<file path="src/rtl/dbus_pkg.sv">
// Shared address map and transmitter state encoding for the data-bus responder.
package dbus_pkg;

    localparam logic [31:0] RAM_LIMIT   = 32'h0000_0100;
    localparam logic [31:0] ADDR_LEDS   = 32'h0000_0100;
    localparam logic [31:0] ADDR_CYCLES = 32'h0000_0104;
    localparam logic [31:0] ADDR_TXDATA = 32'h0000_0108;
    localparam logic [31:0] ADDR_TXSTAT = 32'h0000_010C;

    typedef enum logic [1:0] {
        TxIdle,
        TxStart,
        TxData,
        TxStop
    } tx_state_e;

endpackage

</file>
<file path="src/rtl/uart_tx.sv">
// 8N1 serial transmitter: start bit, eight data bits LSB first, one stop bit.
module uart_tx
    import dbus_pkg::*;
#(
    parameter int unsigned CLKS_PER_BIT = 16
) (
    input  logic       clk,
    input  logic       reset,
    input  logic       start,
    input  logic [7:0] data,
    output logic       tx,
    output logic       busy
);

    localparam int unsigned BaudW = (CLKS_PER_BIT > 1) ? $clog2(CLKS_PER_BIT) : 1;
    localparam logic [BaudW-1:0] BaudLast = BaudW'(CLKS_PER_BIT - 1);

    tx_state_e        state_q, state_d;
    logic [BaudW-1:0] baud_q, baud_d;
    logic [2:0]       bit_q, bit_d;
    logic [7:0]       data_q, data_d;
    logic             baud_done;

    assign baud_done = (baud_q == BaudLast);

    always_ff @(posedge clk) begin
        if (!reset) begin
            state_q <= TxIdle;
            baud_q  <= '0;
            bit_q   <= '0;
            data_q  <= '0;
        end else begin
            state_q <= state_d;
            baud_q  <= baud_d;
            bit_q   <= bit_d;
            data_q  <= data_d;
        end
    end

    always_comb begin
        state_d = state_q;
        baud_d  = baud_q;
        bit_d   = bit_q;
        data_d  = data_q;
        tx      = 1'b1;
        busy    = 1'b1;
        unique case (state_q)
            TxIdle: begin
                busy = 1'b0;
                // The byte is captured here so later bus writes cannot disturb the frame.
                if (start) begin
                    state_d = TxStart;
                    data_d  = data;
                    baud_d  = '0;
                end
            end
            TxStart: begin
                tx = 1'b0;
                if (baud_done) begin
                    baud_d  = '0;
                    bit_d   = '0;
                    state_d = TxData;
                end else begin
                    baud_d = baud_q + BaudW'(1);
                end
            end
            TxData: begin
                tx = data_q[bit_q];
                if (baud_done) begin
                    baud_d = '0;
                    if (bit_q == 3'd7) begin
                        state_d = TxStop;
                    end else begin
                        bit_d = bit_q + 3'd1;
                    end
                end else begin
                    baud_d = baud_q + BaudW'(1);
                end
            end
            TxStop: begin
                if (baud_done) begin
                    baud_d  = '0;
                    state_d = TxIdle;
                end else begin
                    baud_d = baud_q + BaudW'(1);
                end
            end
            default: state_d = TxIdle;
        endcase
    end

endmodule

</file>
<file path="src/rtl/dbus_responder.sv">
// Memory-stage responder: word RAM plus LED, cycle-counter and serial-TX registers.
module dbus_responder
    import dbus_pkg::*;
#(
    parameter int unsigned RAM_WORDS    = 64,
    parameter int unsigned CLKS_PER_BIT = 16
) (
    input  logic        clk,
    input  logic        reset,
    input  logic        MemWrite,
    input  logic [31:0] ALUResult,
    input  logic [31:0] WriteData,
    output logic [31:0] ReadData,
    output logic [7:0]  leds,
    output logic        tx
);

    localparam int unsigned IdxW = (RAM_WORDS > 1) ? $clog2(RAM_WORDS) : 1;

    logic [31:0]     ram_q [RAM_WORDS];
    logic [IdxW-1:0] ram_idx;
    logic [31:0]     word_addr;
    logic            is_ram;
    logic            tx_start;
    logic            tx_busy;
    logic [7:0]      leds_q, leds_d;
    logic [31:0]     cycles_q, cycles_d;

    assign word_addr = {ALUResult[31:2], 2'b00};
    assign is_ram    = (ALUResult < RAM_LIMIT);
    assign ram_idx   = ALUResult[IdxW+1:2];
    assign tx_start  = MemWrite && (word_addr == ADDR_TXDATA);

    // RAM contents survive reset, but a write coinciding with reset is discarded.
    always_ff @(posedge clk) begin
        if (reset && MemWrite && is_ram) begin
            ram_q[ram_idx] <= WriteData;
        end
    end

    always_comb begin
        leds_d   = leds_q;
        cycles_d = cycles_q + 32'd1;
        if (MemWrite && (word_addr == ADDR_LEDS)) begin
            leds_d = WriteData[7:0];
        end
    end

    always_ff @(posedge clk) begin
        if (!reset) begin
            leds_q   <= '0;
            cycles_q <= '0;
        end else begin
            leds_q   <= leds_d;
            cycles_q <= cycles_d;
        end
    end

    always_comb begin
        ReadData = '0;
        if (is_ram) begin
            ReadData = ram_q[ram_idx];
        end else begin
            case (word_addr)
                ADDR_LEDS:   ReadData = {24'b0, leds_q};
                ADDR_CYCLES: ReadData = cycles_q;
                ADDR_TXSTAT: ReadData = {31'b0, tx_busy};
                default:     ReadData = '0;
            endcase
        end
    end

    assign leds = leds_q;

    uart_tx #(
        .CLKS_PER_BIT(CLKS_PER_BIT)
    ) u_uart_tx (
        .clk  (clk),
        .reset(reset),
        .start(tx_start),
        .data (WriteData[7:0]),
        .tx   (tx),
        .busy (tx_busy)
    );

endmodule
</file>
<file path="config.mk">
export PLATFORM = sky130hd
export DESIGN_NAME = dbus_responder
export DESIGN_NICKNAME = d
export VERILOG_FILES = /design/src/rtl/dbus_pkg.sv /design/src/rtl/uart_tx.sv /design/src/rtl/dbus_responder.sv
export SDC_FILE = /design/constraint.sdc
export NUM_CORES = 2
export LEC_CHECK = 0
export CELL_PAD_IN_SITES_DETAIL_PLACEMENT = 1
export CELL_PAD_IN_SITES_GLOBAL_PLACEMENT = 2
export CORE_MARGIN = 2
export CORE_UTILIZATION = 44
export DETAILED_ROUTE_END_ITERATION = 16
export PLACE_DENSITY_LB_ADDON = 0.1
export SLEW_MARGIN = 20
export SYNTH_ARGS = -nofsm -noshare
export SYNTH_HDL_FRONTEND = slang
export SYNTH_SLANG_ARGS = --single-unit
</file>
<file path="constraint.sdc">
create_clock -name clk -period 6 [get_ports clk]
set_input_delay 1.8 -clock clk [delete_from_list [all_inputs] [get_ports clk]]
set_output_delay 1.8 -clock clk [all_outputs]
set_load 0.01 [all_outputs]
</file>
# == Word-level counts from Yosys, hierarchy flattened ==
# Memory sizes are Yosys's and may differ from the RTL's.
# Index checks and enable logic that the tools add are counted.
# op_classes
div,0
magnitude_cmp,2
eq_ne,15
n_bitwise,0
muxes,21
add_sub_neg,3
mul,0
shift,0
n_reduce_logical,10
# ops
operator,count
$eq 30x7->1 const B,4
$pmux 32 s3,1
$add 32x1->32 const B,1
$lt 32x9->1 const B,1
$mux 32,1
$mux 2,5
$mux 3,3
$mux 4,2
$ne 2x1->1 const B,4
$pmux 2 s4,1
$pmux 4 s2,1
$pmux 3 s2,1
$reduce_and 5->1,1
$add 4x1->4 const B,1
$eq 2x2->1 const B,2
$eq 4x4->1 const B,1
$logic_and 1x1->1,4
$lt 3x4->1 const B,1
$mux 1,4
$ne 2x2->1 const B,2
$reduce_and 4->1,1
$add 3x1->3 const B,1
$bmux 1 s3,1
$eq 3x3->1 const B,1
other kinds (6),6
# totals
register_bits,57
romBits,0
latch_bits,0
mem_bits_rw,2048
memories,1
# mem_list
memory,words,word_bits,rd,rd_ports_with_merged_regs,write_ports,line,source
ram_q,64,32,1,0,1,dbus_responder.sv:20,logic [31:0] ram_q [RAM_WORDS];

# == Longest topological paths before layout ==
# logic_depth
depth_word,4
mapped_depth,12
ltp_nobuf,8

# == Cells and area by module ==
# A second synthesis with hierarchy kept.
# unflattened
cells_unflattened,4600
hier_area_um2,81821.0
# modules_own_cells
module,area_each_um2,cells_per_inst,seq_area_each_um2,n_inst
dbus_responder,80875.1,4496,62299.8,1
uart_tx,945.9,104,340.3,1

# == Least setup slack after synthesis ==
# OpenSTA, ideal clock, no wires.
# synth_timing
path_type,input to register
from,in ALUResult[4]
to,mem ram_q[53][0] (enable)
n_path_buf,6
path_stages,8
path_slack_ns,0.162
required_time_ns,5.539
t_arrival_ns,5.378
cell_sequence,buf_6 -> buf_6 -> buf_2 -> buf_2 -> buf_2 -> buf_2 -> nand3_1 -> nor3_1
# synth_via
elab_chain_len,4
# synth_lines
item,line,source
start: declaration,dbus_responder.sv:11,"input logic [31:0] ALUResult,"
$lt 32x9->1,dbus_responder.sv:30,assign is_ram = (ALUResult < RAM_LIMIT);
$logic_and 1x1->1,dbus_responder.sv:36,if (reset && MemWrite && is_ram) begin
$mux 1,dbus_responder.sv:36,
$mux 1 (not written as such),dbus_responder.sv:37,ram_q[ram_idx] <= WriteData;
end: declaration,dbus_responder.sv:20,
# Several ways; a longest one is shown, not always the timed one.

# == Worst setup path after layout ==
# layout_timing
from,in ALUResult[4]
to,out ReadData[11]
# layout_via
elab_chain_len,3
word_cells_on_any_way,7
classes_between,order compare: 1; eq/ne: 3; mux: 2; memory: 1
# layout_lines
item,line,source
"parallel branches: the longest is 2 deep, another holds $lt 32x9->1",-,
$mux 32 *,dbus_responder.sv:61,if (is_ram) begin
end: declaration,dbus_responder.sv:13,"output logic [31:0] ReadData,"
# Mark *: on every way between the ends.

==> out/metrics.cfg <==
[setup_path]
start_kind = input pin
timing.critical_path.mode_cell = sky130_fd_sc_hd__buf_16
timing.critical_path.to_type = output port
worst_path_max_delay_cell = sky130_fd_sc_hd__a222oi_1
worst-path-buf-inv = 7
top_fanout_value_on_the_critical_path = 7
crit_chain = buf_16 > buf_16 > buf_16 > buf_16 > a221o_1 > a222oi_1 > o221ai_1 > buf_4 > nor4_4 > buf_4 > o21ai_4 > buf_6
crit_arrival_ns = 4.82
critPathMaxStageDelay_ns = 0.70
worstPathRequired_ns = 4.20
critical-path-top-delay-family = compound AO/OA/AOI/OAI gates
setup.worst_path.class = in2out

[sta]
post-route-min-period_ns = 6.62
tightest_slew_ns = 1.14
finalHoldViolations = 0
setup_viol = 32
final.period_utilization_pct = 110
skew_ns = 0.0162
remaining_max_slew_budget_at_the_tightest_pin_pct = 24.1
timing.final.ws_setup_ns = -0.616
final_max_slew_viol_count = 0
fmaxAchievable_ghz = 0.151
grt_setup_unrepaired = yes

[finish]
final_net_count = 5563
area_growth_pct = 26.2
post_route_cell_area_mm2 = 0.103
drive_above_1_share_pct = 34.2
final_cell_count_no_fill = 8164
finish.utilization_pct = 55.8

[detailed_routing]
wl_per_cell_um = 38.5
remaining_antenna_violation_count = 0
routed_via_density = 6.30
drtIter0Drc = 6706
wirelength_mm = 314
num_vias = 51426
drc = 0
dr.pass1.iters = 6

[place]
dp_cells = 7614
finalWeightedCongestion = 0.878
portBuffers = 105
post-place-ws_ns = -1.64
dp_hpwl_mm = 196
placement.cell_area_mm2 = 0.0925

[floorplanning]
die_area_mm2 = 0.189
core_area_mm2 = 0.185
initial_core_util_pct = 44.2
floorplan.rows = 158
width_of_the_die_um = 435
io_pins = 108
chipHeight_um = 435

[clock_tree]
clkSinkCount = 2105
clock_latency_on_the_worst_skew_pair_ns = 0.87
tritoncts_clock_tree = built
clock_path_buffers = 3
ctsRootBufferMaster = sky130_fd_sc_hd__clkbuf_16
numCtsBuffers = 218
htree_num_levels = 4
clk_pin_slew_ns = 0.06

[logic_synthesis]
post_synth_instance_area_mm2 = 0.0817
syn_inst_count = 4523
area_share_of_the_largest_cell_type_after_synthesis_pct = 75.2
net_count_synth = 4598
synth_area_leaders = sky130_fd_sc_hd__edfxtp_1 75%, sky130_fd_sc_hd__mux4_2 3.9%, sky130_fd_sc_hd__mux2i_1 3.5%
synth.ff_latch_count = 2105
synthesis_warnings = 0
synth_enable_flop_cells = 2048
syn_avg_cell_area_um2 = 18.1
ys_async_rst_share_pct = 0
synth-seq-area-share_pct = 76.6
synth_top_area_cell = sky130_fd_sc_hd__edfxtp_1
synthDistinctLibCells = 69
ys.flop_type = sky130_fd_sc_hd__edfxtp_1

[hold_path]
min_path_type = reg2reg

[global_routing]
grt_max_degree = 67
globalRoute.totalOverflow = 0
grt_pass1_vias = 51207
first_pass_grt_wire_length_mm = 425
groute.usage.overall_pct = 32.5
antenna_found_initial = 20

[outcome]
violated_checks = negative setup slack
outcome = complete, but fails checks

[power]
powerDensity_mw_per_mm2 = 308
power.total_mw = 31.8
power.static_leakage_nw = 34.8
vdd_drop_max_mv = 0.252

[job]
max_cap_viols = 0

cells in the mapped netlist, types with 20 or more instances:
| master | number |
|---|---|
| sky130_fd_sc_hd__a22o_1 | 78 |
| sky130_fd_sc_hd__o2bb2ai_1 | 20 |
| sky130_fd_sc_hd__dfxtp_1 | 57 |
| sky130_fd_sc_hd__mux4_2 | 140 |
| sky130_fd_sc_hd__nor2b_1 | 28 |
| sky130_fd_sc_hd__and2_1 | 28 |
| sky130_fd_sc_hd__a22oi_1 | 128 |
| sky130_fd_sc_hd__buf_2 | 108 |
| sky130_fd_sc_hd__buf_4 | 37 |
| sky130_fd_sc_hd__mux2i_1 | 289 |
| sky130_fd_sc_hd__o21ai_0 | 163 |
| sky130_fd_sc_hd__a221oi_1 | 218 |
| sky130_fd_sc_hd__a21oi_1 | 92 |
| sky130_fd_sc_hd__nor2_1 | 202 |
| sky130_fd_sc_hd__mux2_2 | 148 |
| sky130_fd_sc_hd__nand2_1 | 155 |
| sky130_fd_sc_hd__nor3_1 | 25 |
| sky130_fd_sc_hd__buf_1 | 29 |
| sky130_fd_sc_hd__o22ai_1 | 127 |
| sky130_fd_sc_hd__nand3_1 | 27 |
| sky130_fd_sc_hd__edfxtp_1 | 2048 |
| sky130_fd_sc_hd__clkbuf_1 | 104 |
| sky130_fd_sc_hd__a221o_1 | 46 |
| sky130_fd_sc_hd__buf_6 | 20 |
layer usage:
metal,vias up,wire length (um),track usage [%]
li1,20604,-,-
met1,27509,124000,44.4
met2,2763,147000,51.5
met3,546,26000,4.98
met4,4,16500,14.9
met5,-,26,0
kinds of logic (layout without fill, tap and decap cells):
| kind of cell | Yosys count | in the layout | share of synthesized area, % |
|---|---|---|---|
| flip-flops | 2105 | 2105 | 76.6 |
| AO/OA/AOI/OAI | 964 | 964 | 8.59 |
| adder cells (fa/ha/maj) | 8 | 8 | 0.122 |
| buffers and inverters | 306 | 1453 | 1.92 |
| AND/OR/NAND/NOR | 533 | 535 | 2.95 |
| other | 0 | 12 | 0 |
| multiplexers | 582 | 582 | 9.52 |
| XOR/XNOR | 25 | 25 | 0.268 |
worst paths after layout:
path	end	start	slack, ns	cells after the start
setup / recovery	ReadData[11]	ALUResult[4]	-0.62	12
hold / removal	cycles_q[0]	cycles_q[0]	0.49	1
setup reg to reg	cycles_q[31]	cycles_q[4]	3.65	6
hold reg to reg	cycles_q[0]	cycles_q[0]	0.49	1
layout make-up:
cell class / instances / area (um^2)
clock buffers: 283 / 5780
well taps: 2480 / 3100
multi-input cells: 2114 / 19900
diodes: 12 / 30.0
fillers: 16575 / 81900
repair buffers: 1041 / 10700
inverters: 8 / 68.8
clock inverters: 121 / 965
flip-flops and latches: 2105 / 62600
cell usage in the layout (no fill, tap or decap), types with 105 or more instances in the layout:
master / instances
sky130_fd_sc_hd__buf_4: 685
sky130_fd_sc_hd__edfxtp_1: 2048
sky130_fd_sc_hd__mux2_2: 144
sky130_fd_sc_hd__mux2i_1: 279
sky130_fd_sc_hd__buf_12: 149
sky130_fd_sc_hd__mux4_2: 140
sky130_fd_sc_hd__nor2_1: 132
sky130_fd_sc_hd__a221oi_1: 137
sky130_fd_sc_hd__clkbuf_16: 227
sky130_fd_sc_hd__nand2_1: 147
sky130_fd_sc_hd__o22ai_1: 105
flip-flops by register name, summed over array words and instances, names as in the netlist:
signal,flops
u_uart_tx.bit_q,3
u_uart_tx.baud_q,4
u_uart_tx.data_q,8
u_uart_tx.state_q,2
cycles_q,32
ram_q,2048
leds,8
worst reg2reg max path, delay by kind of cell (launching register included):
| kind | cells | cell delay, ns |
|---|---|---|
| AO/OA/AOI/OAI | 1 | 0.15 |
| flip-flops | 1 | 0.47 |
| AND/OR/NAND/NOR | 5 | 1.66 |
power breakdown:
part           total (mW)  switching, mW  internal [mW]
clock network        13.1           5.80           7.29
logic                2.60           1.58           1.02
registers            16.1        0.00221           16.1
total                31.8           7.39           24.4
through the flow:
stage	hold WS (ns)	setup TNS, ns
2_1_floorplan	0.449	0
3_3_place_gp	0.476	-31.85
3_5_place_dp	0.489	-31.31
4_1_cts	0.496	-8.66
5_1_grt	0.549	-10.31
6_report	0.493	-9.29
repair_timing:
action	in CTS	in global routing
cloned	11	4
pin swaps	62	128
buffers inserted	61	67
gates resized for setup	430	236
setup endpoints to repair	32	32
hold buffers	0	0
Power figures use the tool's default switching activity.
